`src/rtl/fetch_pc.sv`:
```
// Program-counter stage at the head of fetch: sequential addresses over a bounded IMEM,
// execute redirects, halt at end of IMEM. Optional redirect alignment check: FETCH_PC_ALIGN_CHECK_EN.
module fetch_pc #(
  parameter int unsigned            XLEN       = 32,
  parameter logic [XLEN-1:0]        RESET_VEC  = '0,
  parameter int unsigned            INST_BYTES = 4,
  parameter int unsigned            IMEM_WORDS = 128,
  parameter int unsigned            CNT_W      = 32
) (
  input  logic             clk,
  input  logic             rst,
  input  logic             i_ready,
  input  logic [XLEN:0]    i_redirect,   // Signals packet {valid, pc}
  output logic [XLEN:0]    o_signals,    // Signals packet {valid, pc}
  output logic             o_halted,
  output logic             o_fault,
  output logic [CNT_W-1:0] o_count
);

  localparam int unsigned     ALIGN_BITS = (INST_BYTES == 2) ? 1 : 2;
  localparam logic [XLEN-1:0] SPAN       = XLEN'((IMEM_WORDS - 1) * INST_BYTES);
  localparam logic [XLEN-1:0] LAST_PC    = RESET_VEC + SPAN;
  localparam logic [XLEN-1:0] STEP       = XLEN'(INST_BYTES);
  localparam logic [XLEN-1:0] ALIGN_MASK = XLEN'((1 << ALIGN_BITS) - 1);

  typedef enum logic [1:0] {
    ST_RUN   = 2'd0,
    ST_HALT  = 2'd1,
    ST_FAULT = 2'd2
  } state_e;

  typedef struct packed {
    logic            valid;
    logic [XLEN-1:0] pc;
  } signals_t;

  state_e          state_q, state_d;
  logic            valid_q, valid_d;
  logic [XLEN-1:0] pc_q, pc_d;
  logic [CNT_W-1:0] count_q, count_d;

  signals_t        redirect;
  logic [XLEN-1:0] tgt;
  logic            tgt_in_range;
  logic            tgt_misaligned;
  logic            fire;

  assign redirect = signals_t'(i_redirect);
  assign fire     = valid_q & i_ready;

`ifdef FETCH_PC_ALIGN_CHECK_EN
  assign tgt            = redirect.pc;
  assign tgt_misaligned = |(redirect.pc & ALIGN_MASK);
`else
  // Without the check, low bits are silently dropped before range checking.
  assign tgt            = redirect.pc & ~ALIGN_MASK;
  assign tgt_misaligned = 1'b0;
`endif

  // Offset compare folds both bounds into one unsigned test.
  assign tgt_in_range = (tgt - RESET_VEC) <= SPAN;

  // Next-state and next-output logic.
  always_comb begin
    state_d = state_q;
    valid_d = valid_q;
    pc_d    = pc_q;
    count_d = count_q;

    if (fire && (count_q != {CNT_W{1'b1}})) begin
      count_d = count_q + CNT_W'(1);
    end

    unique case (state_q)
      ST_RUN: begin
        if (redirect.valid) begin
          if (tgt_misaligned) begin
            state_d = ST_FAULT;
            valid_d = 1'b0;
          end else if (tgt_in_range) begin
            pc_d    = tgt;
            valid_d = 1'b1;
          end else begin
            state_d = ST_HALT;
            valid_d = 1'b0;
          end
        end else if (fire) begin
          if (pc_q == LAST_PC) begin
            state_d = ST_HALT;
            valid_d = 1'b0;
          end else begin
            pc_d = pc_q + STEP;
          end
        end
      end

      ST_HALT: begin
        valid_d = 1'b0;
        if (redirect.valid) begin
          if (tgt_misaligned) begin
            state_d = ST_FAULT;
          end else if (tgt_in_range) begin
            state_d = ST_RUN;
            pc_d    = tgt;
            valid_d = 1'b1;
          end
        end
      end

      ST_FAULT: begin
        valid_d = 1'b0;
      end

      default: begin
        state_d = ST_RUN;
        valid_d = 1'b0;
      end
    endcase
  end

  always_ff @(posedge clk) begin
    if (rst) begin
      state_q <= ST_RUN;
      valid_q <= 1'b1;
      pc_q    <= RESET_VEC;
      count_q <= '0;
    end else begin
      state_q <= state_d;
      valid_q <= valid_d;
      pc_q    <= pc_d;
      count_q <= count_d;
    end
  end

  assign o_signals = {valid_q, pc_q};
  assign o_halted  = (state_q == ST_HALT);
  assign o_count   = count_q;
`ifdef FETCH_PC_ALIGN_CHECK_EN
  assign o_fault   = (state_q == ST_FAULT);
`else
  assign o_fault   = 1'b0;
`endif

endmodule

```
`config.mk`:
```
export PLATFORM = sky130hd
export DESIGN_NAME = fetch_pc
export DESIGN_NICKNAME = d
export VERILOG_FILES = /design/src/rtl/fetch_pc.sv
export SDC_FILE = /design/constraint.sdc
export NUM_CORES = 1
export LEC_CHECK = 0
export BUFFER_PORTS_ARGS = -buffer_cell sky130_fd_sc_hd__buf_2
export CAP_MARGIN = 20
export CORE_MARGIN = 2
export CORE_UTILIZATION = 58
export CTS_BUF_LIST = sky130_fd_sc_hd__clkbuf_4 sky130_fd_sc_hd__clkbuf_8
export DETAILED_ROUTE_END_ITERATION = 10
export GPL_TIMING_DRIVEN = 0
export PLACE_DENSITY = 0.88
export SLEW_MARGIN = 20
export SYNTH_ARGS = -nofsm -noshare
export SYNTH_HDL_FRONTEND = slang
export SYNTH_SLANG_ARGS = --single-unit
```
`constraint.sdc`:
```
create_clock -name clk -period 3.8 [get_ports clk]
set_input_delay 0.76 -clock clk [delete_from_list [all_inputs] [get_ports clk]]
set_output_delay 0.76 -clock clk [all_outputs]
set_load 0.02 [all_outputs]
```
# Yosys cells after proc, flatten, opt, wreduce, memory -nomap -nowiden
# Cells that the tools add are included.
# totals
regBits	67
inputBits	36
wordCells	44
# classes
add_sub_neg	2
n_lt_le_gt_ge	1
n_eq_ne	10
n_mux	19
bitwise	2
reduce_logical	6
# ops
cell	count
2-to-1 mux 32 bit	5
one-hot mux 32 bit (2 select lines)	1
adder 32 x 1 -> 32 bit (second input constant)	1
adder 32 x 3 -> 32 bit (second input constant)	1
== test 32 x 9 -> 1 bit (second input constant)	1
less-or-equal comparator 32 x 9 -> 1 bit (second input constant)	1
!= test 32 bit (second input constant)	1
2-to-1 mux 2 bit	6
!= test 3 bit (second input constant)	4
one-hot mux 2 bit (3 select lines)	1
AND reduction 6 bit	1
2-to-1 mux 1 bit	5
AND reduction 4 bit	1
== test 2 x 1 -> 1 bit (second input constant)	1
== test 2 bit (second input constant)	1
zero test 2 bit	1
!= test 2 x 1 -> 1 bit (second input constant)	1
!= test 2 bit (second input constant)	1
one-hot mux 1 bit (2 select lines)	1
AND reduction 2 bit	1
nonzero test 2 bit	1
AND 1 bit	1
logical AND 1 bit	1
NOT 1 bit	1

# Logic depth before layout (Yosys ltp)
# depth
word_depth	5
depth_mapped	9
depth_no_buf	7

# Worst setup path before layout
# Ideal clock, no wire load.
# synth_timing
kind	input -> register
from	in i_redirect[32]
to	reg pc_q[14]
setup_ns	0.074
t_arrival_ns	2.180
required_ns	3.726
setup_slack_ns	1.545
path_stages	7
cell_sequence	clkbuf_1 -> nor2_1 -> nand3_1 -> nor2_1 -> nand3_1 -> or4_1 -> o21ai_0
# synth_via
elab_chain_len	2
elab_cells_between_ends	6
# synth_lines
item	line_no	rtl
from (decl)	13	input logic [XLEN:0] i_redirect,
!= test 3 bit (no source line) (tied with other cells)	n/a	
AND reduction 4 bit (no source line) / one-hot mux 32 bit (2 select lines) (equally long branches)	n/a	
to (signal assigned)	130	pc_q <= pc_d;
to (decl)	39	logic [XLEN-1:0] pc_q, pc_d;
# Several ways; a longest one is shown, not always the timed one.
# A chain may end at the register's enable or synchronous reset.

# Worst setup path after layout
# layout_timing
from	reg pc_q[2]
to	reg pc_q[7]
# layout_via
elab_chain_len	5
elab_cells_between_ends	8
# layout_lines
item	line_no	rtl
adder 32 x 3 -> 32 bit	92	pc_d = pc_q + STEP;
2-to-1 mux 32 bit	88	if (pc_q == LAST_PC) begin
2-to-1 mux 32 bit	87	end else if (fire) begin
2-to-1 mux 32 bit	76	if (redirect.valid) begin
one-hot mux 32 bit (2 select lines)	74	unique case (state_q)
# Several ways; a longest one is shown, not always the timed one. The select of a mux whose other input is x is not followed.

==> impl_results.md <==
- Status: complete, no violations
- Tightest Hold Check Type: reg2reg
- CP Max Fanout: 10
- Antenna Nets Post-Route: 0
- Slew HR: between 30% and 40%
- CP Launch Point: pc_q[2]
- GRT overflow: 0
- Vias in the first global route: roughly 3700
- Endpoint class of the critical path: flop
- Sw Pwr: 379.8 µW
- Reg2Reg Depth: 8
- Syn_nets: 501
- Minimum clock period: between 2 and 3 ns
- Vias per cell: between 6 and 7
- Footprint of the multi-input gates: roughly 2100 µm²
- CP Data Required Time: just over 4 ns
- Worst Tran Pin Value: 0.9095 ns
- First-pass GRT wire length: 17.37 mm
- Reg2reg end: pc_q[7]
- Root Driver: clkbuf_8
- Cell area after synthesis: between 3000 and 4000 µm²
- Reg area: approximately 1300 µm²
- Antenna violations before repair: 0
- Chip width: just over 80 µm
- Max Root-Sink Buffers: 2
- Top cells by count, synth: dfxtp_1, nor2_1, nand2_1
- Crit Path Class: reg2reg
- Yosys Warn Count: 0
- Hold Fails Final Rpt: 0
- GRT Util Overall: a little under a third
- P per Cell Area: between 300 and 400 nW/µm²
- Sequential share of the synthesized area: 36.67%
- Setup TNS: 0 ns
- P_int: roughly 1.1 mW
- WP data arrival: ~2.9 ns
- Distinct cells, synth: 56
- Share of the synthesized area in the top cell type: 36.67%
- Finished Cell Area: ~4400 µm²
- IO Count: approximately 100
- Layout cells sized above 1: 22.53%
- Placed Area: between 4000 and 5000 µm²
- Core box area: about 6000 µm²
- Clk Latency, worst-skew pair: 0.35 ns
- Worst Skew: about 0.010 ns
- Fin. max-slew vios: 0
- Largest net degree at the start of global routing: 13
- Number of synthesized flops with an enable pin: 0
- Combinational Power Share: 8.1%
- Busiest layer in global routing: met2
- Grt met1 use: between 40% and 50%
- Met3 Track Usage GR: 7.058%
- Synth-to-layout area growth: 22.40%
- Number of buffers created by CTS: 9
- Reg2Reg Launch Point: pc_q[2]
- Drt total wl: 10.78 mm
- Flops & latches, synth: between 60 and 70
- Max-cap violations: 0
- Die ar.: slightly below 7000 µm²
- Async set-reset flop share out of synthesis: 0%
- Crit path launch type: flop
- Fin nets: 610
- Clock slew at reported path FFs: ~0.080 ns
- Sw Share: between 20% and 30%
- Dpl hpwl: 7.558 mm
- Leakage: roughly 1.8 nW
- Crit share post-route: roughly 70%
- Cts hold-fix bufs: 0
- M2 GR Usage: approximately half
- Initial Util: between 60% and 70%
- Area leader, netlist: dfxtp_1
- Syn avg cell area: about 7.8 µm²
- Count leader, synth: dfxtp_1
- Final Wtd Congestion: roughly 0.99
- Post-CTS sizing: 0
- Worst vdd ir: roughly 0.00022 V
- DRC: 0
- Pwr Total: ~1.5 mW
- Initial DRT Pass Iterations: 7
- Via count: about 4100
- Mapped Cells: 463
- Sequential share of power: about 47%
- Fmax: 376.9 MHz
- Fin util: 74.05%
- Fillers: 492
- Initial DRC count: 300
- Ys flop type: dfxtp_1
- Clock power frac: between 40% and 50%
- Synth area leaders: dfxtp_1, nor2_1, nand2_1, a21oi_1, nand4_1
- # setup viols final: 0
- ANT cells: 0
- CTS sink count: 66
- Flop-to-flop setup slack: roughly 1.1 ns
- Cell row count: 28
- H-tree Lvls: 3
- Setup repair after global routing missed its margin: no
- CP Capture Point: pc_q[7]
- Die H: between 80 and 90 µm
- CTS tree: done
- Routed len/inst: about 17 µm
- Port Buffers: between 90 and 100
- Post-CTS Setup Inserts: 0
==> flip-flops by register name, summed over array words and instances (netlist names) <==
register  count
state_q       1
o_count      32
valid_q       1
pc_q         32
==> metrics by stage <==
stage                     hold slack [ns]  std cells  setup WS (ns)
after floorplan                    0.4645        463          1.545
after global placement             0.4948        636          1.079
after detailed placement           0.5070        636          1.044
after CTS                          0.5252        652          1.202
after global routing               0.5487        652         0.9998
final                              0.5266        652          1.147
==> kinds of logic after synthesis <==
group | after synthesis | share of synthesized area (%)
mux | 1 | 0.2778
xor+xnor | 24 | 5.833
buf+inv | 32 | 3.715
fa+ha+maj | 2 | 0.6943
flops | 66 | 36.67
simple gates | 233 | 34.38
compound gates | 104 | 18.33
other cells | 1 | 0.1041
==> area by class of cell <==
type / instances / area share [%]
clock buffer: 10 / 2.979
tap: 75 / 2.128
clock inverter: 6 / 2.071
sequential: 66 / 29.96
timing repair buffer: 98 / 11.12
inverter: 5 / 0.4255
multi-input combinational: 365 / 48.71
buffer: 27 / 2.610
==> power by group through the flow <==
stage,registers [mW],logic [mW],clock network [mW]
after floorplan,0.729,0.0623,0
final,0.709,0.121,0.669
after detailed placement,0.724,0.118,0
after CTS,0.708,0.118,0.666
after global routing,0.709,0.130,0.705
after global placement,0.724,0.116,0
==> critical path: stages (launching register included) <==
cell and delay [ns]:
dfxtp_1 0.39, ha_1 0.29, and4_1 0.27, nand2_1 0.11
nor2_1 0.07, o31ai_1 0.74, buf_2 0.39, a21oi_1 0.10
a211oi_1 0.21
==> worst min path at each step <==
stage / startpoint / end / slack (ns) / depth (start not counted)
2_1_floorplan: valid_q / valid_q / 0.46 / 2
3_3_place_gp: o_count[29] / o_count[29] / 0.49 / 2
3_5_place_dp: pc_q[0] / pc_q[0] / 0.51 / 1
4_1_cts: o_count[31] / o_count[31] / 0.53 / 2
5_1_grt: pc_q[0] / pc_q[0] / 0.55 / 1
6_report: o_count[31] / o_count[31] / 0.53 / 2
==> per-layer routing <==
metal	up-vias	wire length (µm)
met3	30	950
met4	0	238
met2	232	5026
met5	-	0
met1	1927	4561
li1	1921	-
==> cells in the final DEF (no fill, tap or decap), types with 10 or more instances in the layout <==
| cell | Yosys | layout |
|---|---|---|
| nand3_1 | 24 | 24 |
| nor2_1 | 54 | 54 |
| nand2_1 | 47 | 47 |
| clkbuf_1 | 20 | 20 |
| xnor2_1 | 11 | 11 |
| buf_2 | 5 | 103 |
| o21ai_0 | 22 | 22 |
| xor2_1 | 13 | 13 |
| or3_1 | 10 | 10 |
| nand4_1 | 21 | 21 |
| and3_1 | 11 | 11 |
| nor4_1 | 18 | 18 |
| nor3_1 | 13 | 13 |
| dfxtp_1 | 66 | 66 |
| a21oi_1 | 34 | 34 |
Power figures use the tool's default switching activity.
